<file path="config.mk">
export PLATFORM = sky130hd
export DESIGN_NAME = htif_host_flat
export DESIGN_NICKNAME = d
export VERILOG_FILES = /design/src/rtl/htif_pkg.sv /design/src/rtl/htif_if.sv /design/src/rtl/htif_fifo.sv /design/src/rtl/htif_host.sv /design/src/flat_wrapper.sv
export SDC_FILE = /design/constraint.sdc
export NUM_CORES = 1
export LEC_CHECK = 0
export CAP_MARGIN = 0
export CORE_MARGIN = 3
export CORE_UTILIZATION = 45
export CTS_BUF_LIST = sky130_fd_sc_hd__clkbuf_8 sky130_fd_sc_hd__clkbuf_16
export DETAILED_ROUTE_END_ITERATION = 12
export PLACE_DENSITY = 0.68
export SLEW_MARGIN = 20
export SYNTH_ARGS = -nofsm -noshare
export SYNTH_HDL_FRONTEND = slang
export SYNTH_SLANG_ARGS = --single-unit
</file>
<file path="constraint.sdc">
create_clock -name CLK -period 6.95 [get_ports CLK]
set_input_delay 2.085 -clock CLK [delete_from_list [all_inputs] [get_ports CLK]]
set_output_delay 2.085 -clock CLK [all_outputs]
set_load 0.01 [all_outputs]
</file>
<file path="src/rtl/htif_pkg.sv">
// rtl/htif_pkg.sv - shared constants and FSM state type for the tohost/fromhost responder
package htif_pkg;
  localparam logic [3:0]  DEV_SYS  = 4'h0;
  localparam logic [3:0]  DEV_CON  = 4'h1;
  localparam logic [3:0]  CMD_GETC = 4'h0;
  localparam logic [3:0]  CMD_PUTC = 4'h1;
  localparam logic [23:0] RESP_ERR = 24'hFFFFFF;
  localparam logic [23:0] RESP_OK  = 24'h000001;

  typedef enum logic [2:0] {
    IDLE      = 3'd0,
    DECODE    = 3'd1,
    PUTC_WAIT = 3'd2,
    RESP      = 3'd3,
    HALT      = 3'd4
  } state_t;
endpackage

</file>
<file path="src/rtl/htif_if.sv">
// rtl/htif_if.sv - mailbox, console and exit signals between the core side and the host responder
interface htif_if;
  logic        tohost_we;
  logic [31:0] tohost;
  logic        fromhost_we;
  logic [31:0] fromhost;
  logic        busy;
  logic        con_valid;
  logic [7:0]  con_data;
  logic        con_ready;
  logic        rx_valid;
  logic [7:0]  rx_data;
  logic        rx_ready;
  logic        exit_valid;
  logic [30:0] exit_code;
  logic        pass;
  logic        halted;
  logic        err;

  modport slave (
    input  tohost_we, tohost, con_ready, rx_valid, rx_data,
    output fromhost_we, fromhost, busy, con_valid, con_data, rx_ready,
           exit_valid, exit_code, pass, halted, err
  );

  modport master (
    output tohost_we, tohost, con_ready, rx_valid, rx_data,
    input  fromhost_we, fromhost, busy, con_valid, con_data, rx_ready,
           exit_valid, exit_code, pass, halted, err
  );
endinterface

</file>
<file path="src/rtl/htif_fifo.sv">
// rtl/htif_fifo.sv - console output byte FIFO, registered count, no write-to-read bypass
module htif_fifo #(
  parameter int DEPTH = 4
) (
  input  logic       CLK,
  input  logic       RSTn,
  input  logic       push_i,
  input  logic [7:0] push_data_i,
  output logic       full_o,
  output logic       valid_o,
  output logic [7:0] data_o,
  input  logic       ready_i
);
  localparam int AW = $clog2(DEPTH);
  localparam int CW = AW + 1;

  logic [7:0]    mem_q [DEPTH];
  logic [AW-1:0] wr_ptr_q, wr_ptr_d, rd_ptr_q, rd_ptr_d;
  logic [CW-1:0] count_q, count_d;
  logic          push_ok, pop;

  // Full is judged on the start-of-cycle count, so a same-cycle pop never frees a slot early
  assign full_o  = (count_q == CW'(DEPTH));
  assign valid_o = (count_q != '0);
  assign data_o  = mem_q[rd_ptr_q];
  assign push_ok = push_i && !full_o;
  assign pop     = valid_o && ready_i;

  always_comb begin
    wr_ptr_d = push_ok ? wr_ptr_q + 1'b1 : wr_ptr_q;
    rd_ptr_d = pop ? rd_ptr_q + 1'b1 : rd_ptr_q;
    count_d  = count_q;
    if (push_ok && !pop)      count_d = count_q + 1'b1;
    else if (!push_ok && pop) count_d = count_q - 1'b1;
  end

  always_ff @(posedge CLK or negedge RSTn) begin
    if (!RSTn) begin
      for (int i = 0; i < DEPTH; i++) mem_q[i] <= '0;
      wr_ptr_q <= '0;
      rd_ptr_q <= '0;
      count_q  <= '0;
    end else begin
      if (push_ok) mem_q[wr_ptr_q] <= push_data_i;
      wr_ptr_q <= wr_ptr_d;
      rd_ptr_q <= rd_ptr_d;
      count_q  <= count_d;
    end
  end
endmodule

</file>
<file path="src/rtl/htif_host.sv">
// rtl/htif_host.sv - decodes tohost writes into exit/putchar/getchar and answers on fromhost
module htif_host
  import htif_pkg::*;
#(
  parameter int CON_DEPTH = 4
) (
  input logic   CLK,
  input logic   RSTn,
  htif_if.slave bus
);
  state_t      state_q, state_d;
  logic [31:0] word_q, word_d, resp_q, resp_d;
  logic [30:0] exit_code_q, exit_code_d;
  logic        exit_valid_q, exit_valid_d;
  logic        pass_q, pass_d, halted_q, halted_d, err_q, err_d;
  logic        push, full, rx_pop;

  logic [3:0] dev, cmd;
  logic       is_exit, is_putc, is_getc;

  assign dev     = word_q[31:28];
  assign cmd     = word_q[27:24];
  assign is_exit = (dev == DEV_SYS) && word_q[0];
  assign is_putc = (dev == DEV_CON) && (cmd == CMD_PUTC);
  assign is_getc = (dev == DEV_CON) && (cmd == CMD_GETC);

  always_comb begin
    state_d      = state_q;
    word_d       = word_q;
    resp_d       = resp_q;
    exit_code_d  = exit_code_q;
    exit_valid_d = 1'b0;
    pass_d       = pass_q;
    halted_d     = halted_q;
    err_d        = err_q;
    push         = 1'b0;
    rx_pop       = 1'b0;
    // Writes while a command is in flight are dropped; HALT drops them without complaint
    if (bus.tohost_we && state_q != IDLE && state_q != HALT) err_d = 1'b1;
    case (state_q)
      IDLE: if (bus.tohost_we) begin
        word_d  = bus.tohost;
        state_d = DECODE;
      end
      DECODE: begin
        if (is_exit) begin
          exit_valid_d = 1'b1;
          halted_d     = 1'b1;
          exit_code_d  = word_q[31:1];
          pass_d       = pass_q | (word_q == 32'h0000_0001);
          state_d      = HALT;
        end else if (is_putc) begin
          state_d = PUTC_WAIT;
        end else if (is_getc) begin
          rx_pop  = bus.rx_valid;
          resp_d  = bus.rx_valid ? {DEV_CON, CMD_GETC, 16'h0, bus.rx_data}
                                 : {DEV_CON, CMD_GETC, RESP_ERR};
          state_d = RESP;
        end else begin
          err_d   = 1'b1;
          resp_d  = {dev, cmd, RESP_ERR};
          state_d = RESP;
        end
      end
      PUTC_WAIT: if (!full) begin
        push    = 1'b1;
        resp_d  = {DEV_CON, CMD_PUTC, RESP_OK};
        state_d = RESP;
      end
      RESP:    state_d = IDLE;
      HALT:    state_d = HALT;
      default: state_d = IDLE;
    endcase
  end

  always_ff @(posedge CLK or negedge RSTn) begin
    if (!RSTn) begin
      state_q      <= IDLE;
      word_q       <= '0;
      resp_q       <= '0;
      exit_code_q  <= '0;
      exit_valid_q <= 1'b0;
      pass_q       <= 1'b0;
      halted_q     <= 1'b0;
      err_q        <= 1'b0;
    end else begin
      state_q      <= state_d;
      word_q       <= word_d;
      resp_q       <= resp_d;
      exit_code_q  <= exit_code_d;
      exit_valid_q <= exit_valid_d;
      pass_q       <= pass_d;
      halted_q     <= halted_d;
      err_q        <= err_d;
    end
  end

  htif_fifo #(.DEPTH(CON_DEPTH)) u_con_fifo (
    .CLK         (CLK),
    .RSTn        (RSTn),
    .push_i      (push),
    .push_data_i (word_q[7:0]),
    .full_o      (full),
    .valid_o     (bus.con_valid),
    .data_o      (bus.con_data),
    .ready_i     (bus.con_ready)
  );

  assign bus.fromhost_we = (state_q == RESP);
  assign bus.fromhost    = resp_q;
  assign bus.busy        = (state_q != IDLE);
  assign bus.rx_ready    = rx_pop;
  assign bus.exit_valid  = exit_valid_q;
  assign bus.exit_code   = exit_code_q;
  assign bus.pass        = pass_q;
  assign bus.halted      = halted_q;
  assign bus.err         = err_q;
endmodule

</file>
<file path="src/flat_wrapper.sv">
// flat-port wrapper written by rule: the top's interface ports become plain ports
module htif_host_flat import htif_pkg::*;
#(
  parameter int CON_DEPTH = 4
)
  (CLK, RSTn, bus_tohost_we, bus_tohost, bus_con_ready, bus_rx_valid, bus_rx_data, bus_fromhost_we, bus_fromhost, bus_busy, bus_con_valid, bus_con_data, bus_rx_ready, bus_exit_valid, bus_exit_code, bus_pass, bus_halted, bus_err);
  htif_if bus_i ();
  input logic CLK;
  input logic RSTn;
  input wire logic [$bits(bus_i.tohost_we)-1:0] bus_tohost_we;
  input wire logic [$bits(bus_i.tohost)-1:0] bus_tohost;
  input wire logic [$bits(bus_i.con_ready)-1:0] bus_con_ready;
  input wire logic [$bits(bus_i.rx_valid)-1:0] bus_rx_valid;
  input wire logic [$bits(bus_i.rx_data)-1:0] bus_rx_data;
  output wire logic [$bits(bus_i.fromhost_we)-1:0] bus_fromhost_we;
  output wire logic [$bits(bus_i.fromhost)-1:0] bus_fromhost;
  output wire logic [$bits(bus_i.busy)-1:0] bus_busy;
  output wire logic [$bits(bus_i.con_valid)-1:0] bus_con_valid;
  output wire logic [$bits(bus_i.con_data)-1:0] bus_con_data;
  output wire logic [$bits(bus_i.rx_ready)-1:0] bus_rx_ready;
  output wire logic [$bits(bus_i.exit_valid)-1:0] bus_exit_valid;
  output wire logic [$bits(bus_i.exit_code)-1:0] bus_exit_code;
  output wire logic [$bits(bus_i.pass)-1:0] bus_pass;
  output wire logic [$bits(bus_i.halted)-1:0] bus_halted;
  output wire logic [$bits(bus_i.err)-1:0] bus_err;
  assign bus_i.tohost_we = bus_tohost_we;
  assign bus_i.tohost = bus_tohost;
  assign bus_i.con_ready = bus_con_ready;
  assign bus_i.rx_valid = bus_rx_valid;
  assign bus_i.rx_data = bus_rx_data;
  assign bus_fromhost_we = bus_i.fromhost_we;
  assign bus_fromhost = bus_i.fromhost;
  assign bus_busy = bus_i.busy;
  assign bus_con_valid = bus_i.con_valid;
  assign bus_con_data = bus_i.con_data;
  assign bus_rx_ready = bus_i.rx_ready;
  assign bus_exit_valid = bus_i.exit_valid;
  assign bus_exit_code = bus_i.exit_code;
  assign bus_pass = bus_i.pass;
  assign bus_halted = bus_i.halted;
  assign bus_err = bus_i.err;
  htif_host #(.CON_DEPTH(CON_DEPTH)) u_core (.CLK(CLK), .RSTn(RSTn), .bus(bus_i));
endmodule
</file>
==> metrics.yaml, run 1 <==
sta:
  setup_viol: 0
  min_period_ns: 5.49
  hold_viol: 0
  fin_tns_setup_ns: 0
  clock_skew_ns: 0.00585
  tightest_slew_ns: 0.964
  fmax_mhz: 182
  slew_violations: 0
  relSlewSlack: 0.356
  rsz0062_at_grt: "false"
  whs_ns: 0.469
  finalCritPeriodShare: 0.790
  timing.final.ws_setup_ns: 1.46
cts:
  path_clk_slew_ns: 0.05
  cts.sinks: 126
  cts_setup_buffers: 0
  cts-resized-gates: 0
  cts_max_path_buffers: 2
  cts_buffers: 17
  cts_tree: "yes"
  htree_levels: 4
  ctsRootBufferMaster: "clkbuf_16"
  insertion_delay_ns: 0.41
  ctsHoldBuffers: 0
finish:
  layout_commonest_cell: "dfrtp_1"
  layout_common_cells: "dfrtp_1, clkdlybuf4s50_1, mux2_2"
  multi_input_area_sq_mm: 0.00221
  area_growth_pct: 32.9
  diodes: 0
  drive_above_1_share: 0.285
  fillerInstances: 921
  final_nets: 550
  seq_area_sq_mm: 0.00315
yosys:
  avgSynthCellArea_sq_um: 14.8
  synth_top_area_share: 0.558
  synth-seq-cells: 126
  ys_dominant_reg_cell: "dfrtp_1"
  seq_area_frac_synth: 0.558
  synth.largest_area_cell: "dfrtp_1"
  syn_inst: 383
  synth_nets: 434
  synth_warnings: 0
  async_reset_ff_frac: 1.00
  synth_area_sq_mm: 0.00565
  synth_edf_count: 0
  ys_types: 45
  synth_area_leaders: "dfrtp_1, mux2_2, mux2_4"
pwr:
  ir_drop_uv: 246
  p_leak_nw: 3.41
  powerDensity_mw_per_mm2: 516
routing:
  routedWlPerCell_microns: 17.5
  drt-total-wl_microns: 11900
  ant_nets: 0
  viasPerCell: 4.98
  vias: 3386
  drc_errors: 0
  drt-pass1-iter-count: 4
  drt_iter0_drc: 239
worst_setup_path:
  slowest_stage: "clkdlybuf4s50_1"
  crit_arrival_ns: 3.41
  cpMostUsedCell: "clkdlybuf4s50_1"
  critPathKind: "input port to primary output"
  critPathBufInv: 2
  path_cells: "clkdlybuf4s50_1, nand3_2, nor2_1, clkdlybuf4s50_1"
  start_kind: "input port"
  critPathMaxFanout: 10
  cp-end-kind: "primary output"
  crit_required_ns: 4.87
  crit_family: "buffers and inverters"
  slowest_delay_ns: 0.55
floorplanning:
  start_util: 0.465
  core_area_sq_mm: 0.0122
  io_pins: 124
  chipWidth_microns: 118
  dieArea_sq_mm: 0.0139
  dieHeight_microns: 118
  fp-row-count: 40
place:
  gp_congestion: 0.773
  dp_hpwl_microns: 8150
  io_buffers: 123
  place_ws_ns: 1.45
flow_run:
  cap_violations: 0
grt:
  grt_max_degree: 65
  track_usage: 0.183
  antenna_found_initial: 0
  grt_pass1_wl_microns: 20000
  grt-ovfl-total: 0
  grt_pass1_vias: 3773
status:
  outcome: "finished clean"
worst_hold_path:
  hp-class: "flip-flop to flip-flop"
## layout make-up
class	instances	area share
clock buffers	20	0.0621
clock inverters	12	0.0192
inverters	20	0.0100
multi-input cells	208	0.294
flip-flops and latches	126	0.420
well taps	168	0.0280
repair buffers	126	0.167
## kinds of logic (layout without fill, tap and decap cells)
| family | Yosys count | count (layout) | synth area share |
|---|---|---|---|
| AOI/OAI and AO/OA | 16 | 16 | 0.0202 |
| xor gates and xnor gates | 6 | 6 | 0.00930 |
| adders and majority gates | 6 | 6 | 0.0146 |
| buffers and inverters | 49 | 178 | 0.0516 |
| DFF | 126 | 126 | 0.558 |
| muxes | 117 | 117 | 0.267 |
| and+or+nand+nor | 63 | 63 | 0.0791 |
## through the flow
| step | power [W] | util | instances | cell area (sq um) |
|---|---|---|---|---|
| 2_1_floorplan | 0.00240 | - | 383 | 5650 |
| 3_3_place_gp | 0.00295 | 0.567 | 648 | 6900 |
| 3_5_place_dp | 0.00301 | 0.567 | 648 | 6900 |
| 4_1_cts | 0.00393 | 0.618 | 680 | 7510 |
| 5_1_grt | 0.00411 | 0.618 | 680 | 7510 |
| 6_report | 0.00388 | 0.618 | 680 | 7510 |
## where the power goes
part	total (W)	internal, W	switching [W]
registers	0.00139	0.00108	0.000310
clock network	0.000902	0.000587	0.000314
logic	0.00158	0.000973	0.000610
total	0.00388	0.00265	0.00123
## cells in the mapped netlist (all sizes together) (2+ instances only)
cell,number
xor2,2
nor2b,3
dfrtp,126
nor4,6
a21oi,4
nand2,14
nand2b,3
or3b,3
o21ai,10
nor3,3
nand3,5
or3,2
nor2,8
mux2,95
ha,5
inv,20
xnor2,4
and2,7
mux2i,14
nor3b,2
mux4,8
buf,28
nand4,2
## layer usage
metal / wire (microns) / global-route usage / up-vias / share of wire
met5: 0 / 0 / - / 0
li1: - / - / 1557 / -
met4: 170 / 0.0703 / 0 / 0.014
met1: 4980 / 0.219 / 1750 / 0.42
met2: 6000 / 0.298 / 65 / 0.50
met3: 767 / 0.0745 / 14 / 0.064
## registers in the layout (all words and copies together), names as in the netlist
signal / cells
u_core.bus.exit_valid: 1
u_core.bus.fromhost: 17
u_core.u_con_fifo.count_q: 3
u_core.bus.err: 1
u_core.u_con_fifo.wr_ptr_q: 2
u_core.bus.halted: 1
u_core.state_q: 3
u_core.u_con_fifo.mem_q: 32
u_core.u_con_fifo.rd_ptr_q: 2
u_core.bus.exit_code: 31
u_core.bus.pass: 1
u_core.word_q: 32
## worst reg2reg max path: cells and delay by family, from the launching register on
kind / cells / cell delay (ns)
xor gates and xnor gates: 2 / 0.33
and+or+nand+nor: 3 / 1.37
DFF: 1 / 0.47
adders and majority gates: 2 / 0.67
buffers and inverters: 1 / 0.07
## final timing paths
check	from	end	cells after the start	slack, ns
max	bus_rx_valid	bus_rx_ready	4	1.46
min	u_core.bus.halted$_DFFE_PN0P_	u_core.bus.halted$_DFFE_PN0P_	1	0.47
max reg2reg	u_core.state_q[2]$_DFFE_PN0P_	u_core.u_con_fifo.count_q[2]$_DFFE_PN0P_	8	3.96
min reg2reg	u_core.bus.halted$_DFFE_PN0P_	u_core.bus.halted$_DFFE_PN0P_	1	0.47
max in group asynchronous	RSTn	u_core.word_q[15]$_DFFE_PN0P_	2	3.89
min in group asynchronous	RSTn	u_core.u_con_fifo.count_q[0]$_DFFE_PN0P_	1	1.74
(Power assumes the default switching activity.)
==> inputs of run 2 (changes only) <==
Clock period 6.95 ns to 5.4 ns, I/O delays scaled along.
==> run 2 against run 1 <==
Hold slack got worse by 0.0011 ns. Setup slack got worse by 0.62 ns. Routed wire length fell by 1.1%. Global-route usage fell by 0.18 points. Critical path type unchanged. Register-to-register slack got worse by 1.5 ns.
==> metrics.yaml, run 2 (synthesis gave the netlist of run 1 again) <==
floorplanning:
  start_util: 0.465
  chipWidth_microns: 118
  io_pins: 124
  dieArea_sq_mm: 0.0139
  core_area_sq_mm: 0.0122
  fp-row-count: 40
  dieHeight_microns: 118
sta:
  tightest_slew_ns: 0.990
  timing.final.ws_setup_ns: 0.834
  min_period_ns: 4.57
  slew_violations: 0
  fmax_mhz: 219
  hold_viol: 0
  fin_tns_setup_ns: 0
  setup_viol: 0
  clock_skew_ns: 0.00506
  relSlewSlack: 0.340
  finalCritPeriodShare: 0.846
  rsz0062_at_grt: "false"
cts:
  cts_buffers: 17
  cts_setup_buffers: 0
  path_clk_slew_ns: 0.05
  cts-resized-gates: 0
  cts_max_path_buffers: 2
  insertion_delay_ns: 0.41
  cts_tree: "yes"
  cts.sinks: 126
  ctsRootBufferMaster: "clkbuf_16"
  htree_levels: 4
  ctsHoldBuffers: 0
finish:
  area_growth_pct: 33.4
  drive_above_1_share: 0.287
  final_nets: 551
  layout_commonest_cell: "dfrtp_1"
  layout_common_cells: "dfrtp_1, clkdlybuf4s50_1, mux2_2"
  diodes: 0
  fillerInstances: 928
pwr:
  pwr-share-seq: 0.356
  swShare: 0.315
  ir_drop_uv: 331
  p_leak_nw: 3.43
  clkPwrFrac: 0.236
  powerDensity_mw_per_mm2: 668
  p_int_w: 0.00344
  switchingPower_w: 0.00159
  combPwrFrac: 0.407
routing:
  drt-pass1-iter-count: 4
  vias: 3355
  drc_errors: 0
  routedWlPerCell_microns: 17.3
  drt_iter0_drc: 151
  ant_nets: 0
  drt-total-wl_microns: 11800
  viasPerCell: 4.93
grt:
  grt_pass1_wl_microns: 19700
  antenna_found_initial: 0
  grt_max_degree: 79
  track_usage: 0.182
  grt_pass1_vias: 3699
  grt-ovfl-total: 0
place:
  io_buffers: 123
  dp_hpwl_microns: 8140
  place_ws_ns: 0.821
  gp_congestion: 0.760
worst_setup_path:
  critPathMaxFanout: 10
  start_kind: "input port"
  critPathKind: "input port to primary output"
  crit_required_ns: 3.78
  crit_arrival_ns: 2.95
  cp-end-kind: "primary output"
worst_hold_path:
  hp-class: "flip-flop to flip-flop"
status:
  outcome: "finished clean"
flow_run:
  cap_violations: 0
==> run 2: cell count changes in the layout (fill, tap and decap cells not counted) <==
cell	before	now
buf_6	0	1
bufinv_16	3	4
clkbuf_8	3	2
clkinv_2	3	4
clkinvlp_4	3	2
==> run 2: metrics by stage <==
step	total power, W	area, sq um	util	std cells	hold slack (ns)
4_1_cts	0.00510	7520	0.619	680	0.474
3_3_place_gp	0.00380	6900	0.567	648	0.449
6_report	0.00503	7540	0.620	681	0.468
5_1_grt	0.00534	7540	0.620	681	0.503
3_5_place_dp	0.00387	6900	0.567	648	0.449
2_1_floorplan	0.00309	5650	-	383	0.449
==> run 2: layout make-up <==
type                            count  area, sq um  share of cell area
Sequential cell                   126         3150               0.418
Multi-Input combinational cell    208         2210               0.293
Timing Repair Buffer              127         1260               0.168
Clock buffer                       19          453              0.0601
Tap cell                          168          210              0.0279
Clock inverter                     13          171              0.0227
Inverter                           20         75.1             0.00996
==> run 2: final timing paths <==
| check | startpoint | to | slack (ns) | cells after the start |
|---|---|---|---|---|
| min in group asynchronous | RSTn | u_core.u_con_fifo.count_q[0]$_DFFE_PN0P_ | 1.37 | 1 |
| max | bus_rx_valid | bus_rx_ready | 0.83 | 4 |
| max in group asynchronous | RSTn | u_core.u_con_fifo.mem_q[7]$_DFFE_PN0P_ | 3.11 | 2 |
| max reg2reg | u_core.state_q[1]$_DFFE_PN0P_ | u_core.u_con_fifo.count_q[2]$_DFFE_PN0P_ | 2.43 | 8 |
| min reg2reg | u_core.bus.pass$_DFFE_PN0P_ | u_core.bus.pass$_DFFE_PN0P_ | 0.47 | 2 |
| min | u_core.bus.pass$_DFFE_PN0P_ | u_core.bus.pass$_DFFE_PN0P_ | 0.47 | 2 |
==> run 2: critical path, stage by stage <==
cell and delay (ns):
clkdlybuf4s50_1 0.48, nand3_2 0.15, nor2_1 0.15, clkdlybuf4s50_1 0.55
==> run 2: power by group through the flow <==
stage               Sequential, W  Clock (W)  Combinational (W)
CTS                       0.00180    0.00121            0.00208
detailed placement        0.00181          0            0.00207
floorplan                 0.00174          0            0.00136
finish                    0.00179    0.00119            0.00205
global route              0.00187    0.00126            0.00220
global placement          0.00178          0            0.00202
==> run 2: routing by layer <==
layer	GRT usage	vias to the layer above	wire length (microns)
met5	0	-	0
met1	0.225	1685	4910
met2	0.282	87	5820
met3	0.0807	21	829
li1	-	1562	-
met4	0.0667	0	225
==> inputs of run 3 (changes only) <==
Settings changed: PLACE_DENSITY 0.68 to 0.71.
Clock period 5.4 ns to 3.8 ns, I/O delays scaled along.
==> run 3 against run 2 <==
Power is 42% higher. Die area unchanged. Cell count rose by 0.44%. Clock power grew 41%. Sequential share of layout area decreased by 0.15 points. Routed wire length grew 1.3%. Setup slack worse by 0.54 ns. Utilization rose by 0.23 points. Critical path depth did not move. Design area grew 0.37%. Global-route usage grew 0.11 points. Register-to-register slack got worse by 1.4 ns. Critical endpoint unchanged. Largest cell class unchanged. Largest power group unchanged.
==> metrics.yaml, run 3 (synthesis gave the netlist of run 1 again) <==
status:
  outcome: "finished clean"
finish:
  final_nets: 554
  drive_above_1_share: 0.291
  final_cells: 684
  layout_commonest_cell: "dfrtp_1"
  area_growth_pct: 33.9
  fillerInstances: 940
  diodes: 0
  layout_common_cells: "dfrtp_1, clkdlybuf4s50_1, mux2_2"
grt:
  grt_max_degree: 48
  grt_pass1_wl_microns: 19900
  track_usage: 0.183
  grt_pass1_vias: 3761
  antenna_found_initial: 0
  grt-ovfl-total: 0
sta:
  fin_tns_setup_ns: 0
  timing.final.ws_setup_ns: 0.294
  whs_ns: 0.471
  clock_skew_ns: 0.00636
  hold_viol: 0
  slew_violations: 0
  rsz0062_at_grt: "false"
  tightest_slew_ns: 0.644
  min_period_ns: 3.51
  relSlewSlack: 0.571
  finalCritPeriodShare: 0.923
  setup_viol: 0
  fmax_mhz: 285
worst_setup_path:
  critPathMaxFanout: 2
  slowest_delay_ns: 0.54
  r2r-start: "u_core.state_q[1]$_DFFE_PN0P_"
  crit_cells: 4
  cpMostUsedCell: "clkdlybuf4s50_1"
  cp-startpoint: "bus_rx_valid"
  path_cells: "clkdlybuf4s50_1, nand3_2, nor2_1, clkdlybuf4s50_1"
  crit_required_ns: 2.66
  reg2reg_depth: 9
  crit_arrival_ns: 2.37
  crit_family: "buffers and inverters"
  ff2ff_setup_slack_ns: 0.99
  critPathKind: "input port to primary output"
  cp-end-kind: "primary output"
  r2r-end: "u_core.u_con_fifo.count_q[2]$_DFFE_PN0P_"
  critPathCapture: "bus_rx_ready"
  slowest_stage: "clkdlybuf4s50_1"
  critPathBufInv: 2
  start_kind: "input port"
worst_hold_path:
  hp-class: "flip-flop to flip-flop"
cts:
  cts_max_path_buffers: 2
  ctsRootBufferMaster: "clkbuf_16"
  cts-resized-gates: 0
  ctsHoldBuffers: 0
  htree_levels: 4
  cts.sinks: 126
  cts_setup_buffers: 0
  insertion_delay_ns: 0.42
  path_clk_slew_ns: 0.06
  cts_tree: "yes"
  cts_buffers: 17
routing:
  ant_nets: 0
  drt-pass1-iter-count: 4
  viasPerCell: 5.00
  drt-total-wl_microns: 11900
  drt_iter0_drc: 124
  vias: 3418
  drc_errors: 0
  routedWlPerCell_microns: 17.5
flow_run:
  cap_violations: 0
pwr:
  ir_drop_uv: 476
  powerDensity_mw_per_mm2: 943
  p_leak_nw: 3.44
floorplanning:
  io_pins: 124
  dieHeight_microns: 118
  core_area_sq_mm: 0.0122
  chipWidth_microns: 118
  fp-row-count: 40
  dieArea_sq_mm: 0.0139
  start_util: 0.465
place:
  dp_hpwl_microns: 8240
  place_ws_ns: 0.293
  gp_congestion: 0.777
  io_buffers: 123
  dp.cells: 652
## run 3: changes by cell type in the layout (fill, tap and decap cells not counted)
| cell | change |
|---|---|
| bufinv_16 | -1 |
| buf_6 | -1 |
| buf_4 | +3 |
| clkbuf_8 | +2 |
| clkinv_4 | +1 |
| clkinv_2 | -2 |
| buf_12 | +1 |
## run 3: stage by stage
step / power, W / utilization / area, sq um
6_report: 0.00713 / 0.622 / 7560
5_1_grt: 0.00756 / 0.622 / 7560
4_1_cts: 0.00721 / 0.622 / 7560
3_5_place_dp: 0.00551 / 0.571 / 6940
3_3_place_gp: 0.00540 / 0.571 / 6940
2_1_floorplan: 0.00439 / - / 5650
## run 3: worst min-delay path by stage
stage	start	endpoint	slack (ns)	cells after the start
4_1_cts	u_core.bus.pass$_DFFE_PN0P_	u_core.bus.pass$_DFFE_PN0P_	0.47	2
2_1_floorplan	u_core.u_con_fifo.count_q[2]$_DFFE_PN0P_	u_core.u_con_fifo.count_q[2]$_DFFE_PN0P_	0.45	1
3_3_place_gp	u_core.bus.pass$_DFFE_PN0P_	u_core.bus.pass$_DFFE_PN0P_	0.45	2
5_1_grt	u_core.bus.pass$_DFFE_PN0P_	u_core.bus.pass$_DFFE_PN0P_	0.49	2
6_report	u_core.bus.pass$_DFFE_PN0P_	u_core.bus.pass$_DFFE_PN0P_	0.47	2
3_5_place_dp	u_core.bus.pass$_DFFE_PN0P_	u_core.bus.pass$_DFFE_PN0P_	0.44	2
## run 3: power by group
| group | internal [W] | switching (W) | leakage [nW] |
|---|---|---|---|
| Combinational | 0.00179 | 0.00111 | 1.59 |
| Sequential | 0.00198 | 0.000568 | 1.54 |
| Clock | 0.00109 | 0.000581 | 0.308 |
| Total | 0.00487 | 0.00226 | 3.44 |
## run 3: layer usage
layer | vias to the layer above | global-route usage | wire, microns
met5 | - | 0 | 0
met4 | 0 | 0.0674 | 188
met3 | 16 | 0.0764 | 726
met2 | 66 | 0.295 | 6060
met1 | 1768 | 0.219 | 4960
li1 | 1568 | - | -
## run 3: worst register-to-register path, cell delays in order, from the launching register on
cell     delay (ns)
dfrtp_1        0.47
or3b_1         0.67
nor2b_4        0.18
buf_4          0.27
ha_1           0.23
inv_1          0.07
fa_1           0.38
xor2_1         0.17
nor2_1         0.13
xor2_1         0.15
## run 3: area by class of cell
type                       instances  area [sq um]  share of cell area
timing repair buffer             130          1290               0.171
multi-input combinational        208          2210               0.292
clock buffer                      21           480              0.0635
inverter                          20          75.1             0.00993
clock inverter                    11           140              0.0185
tap                              168           210              0.0278
sequential                       126          3150               0.417
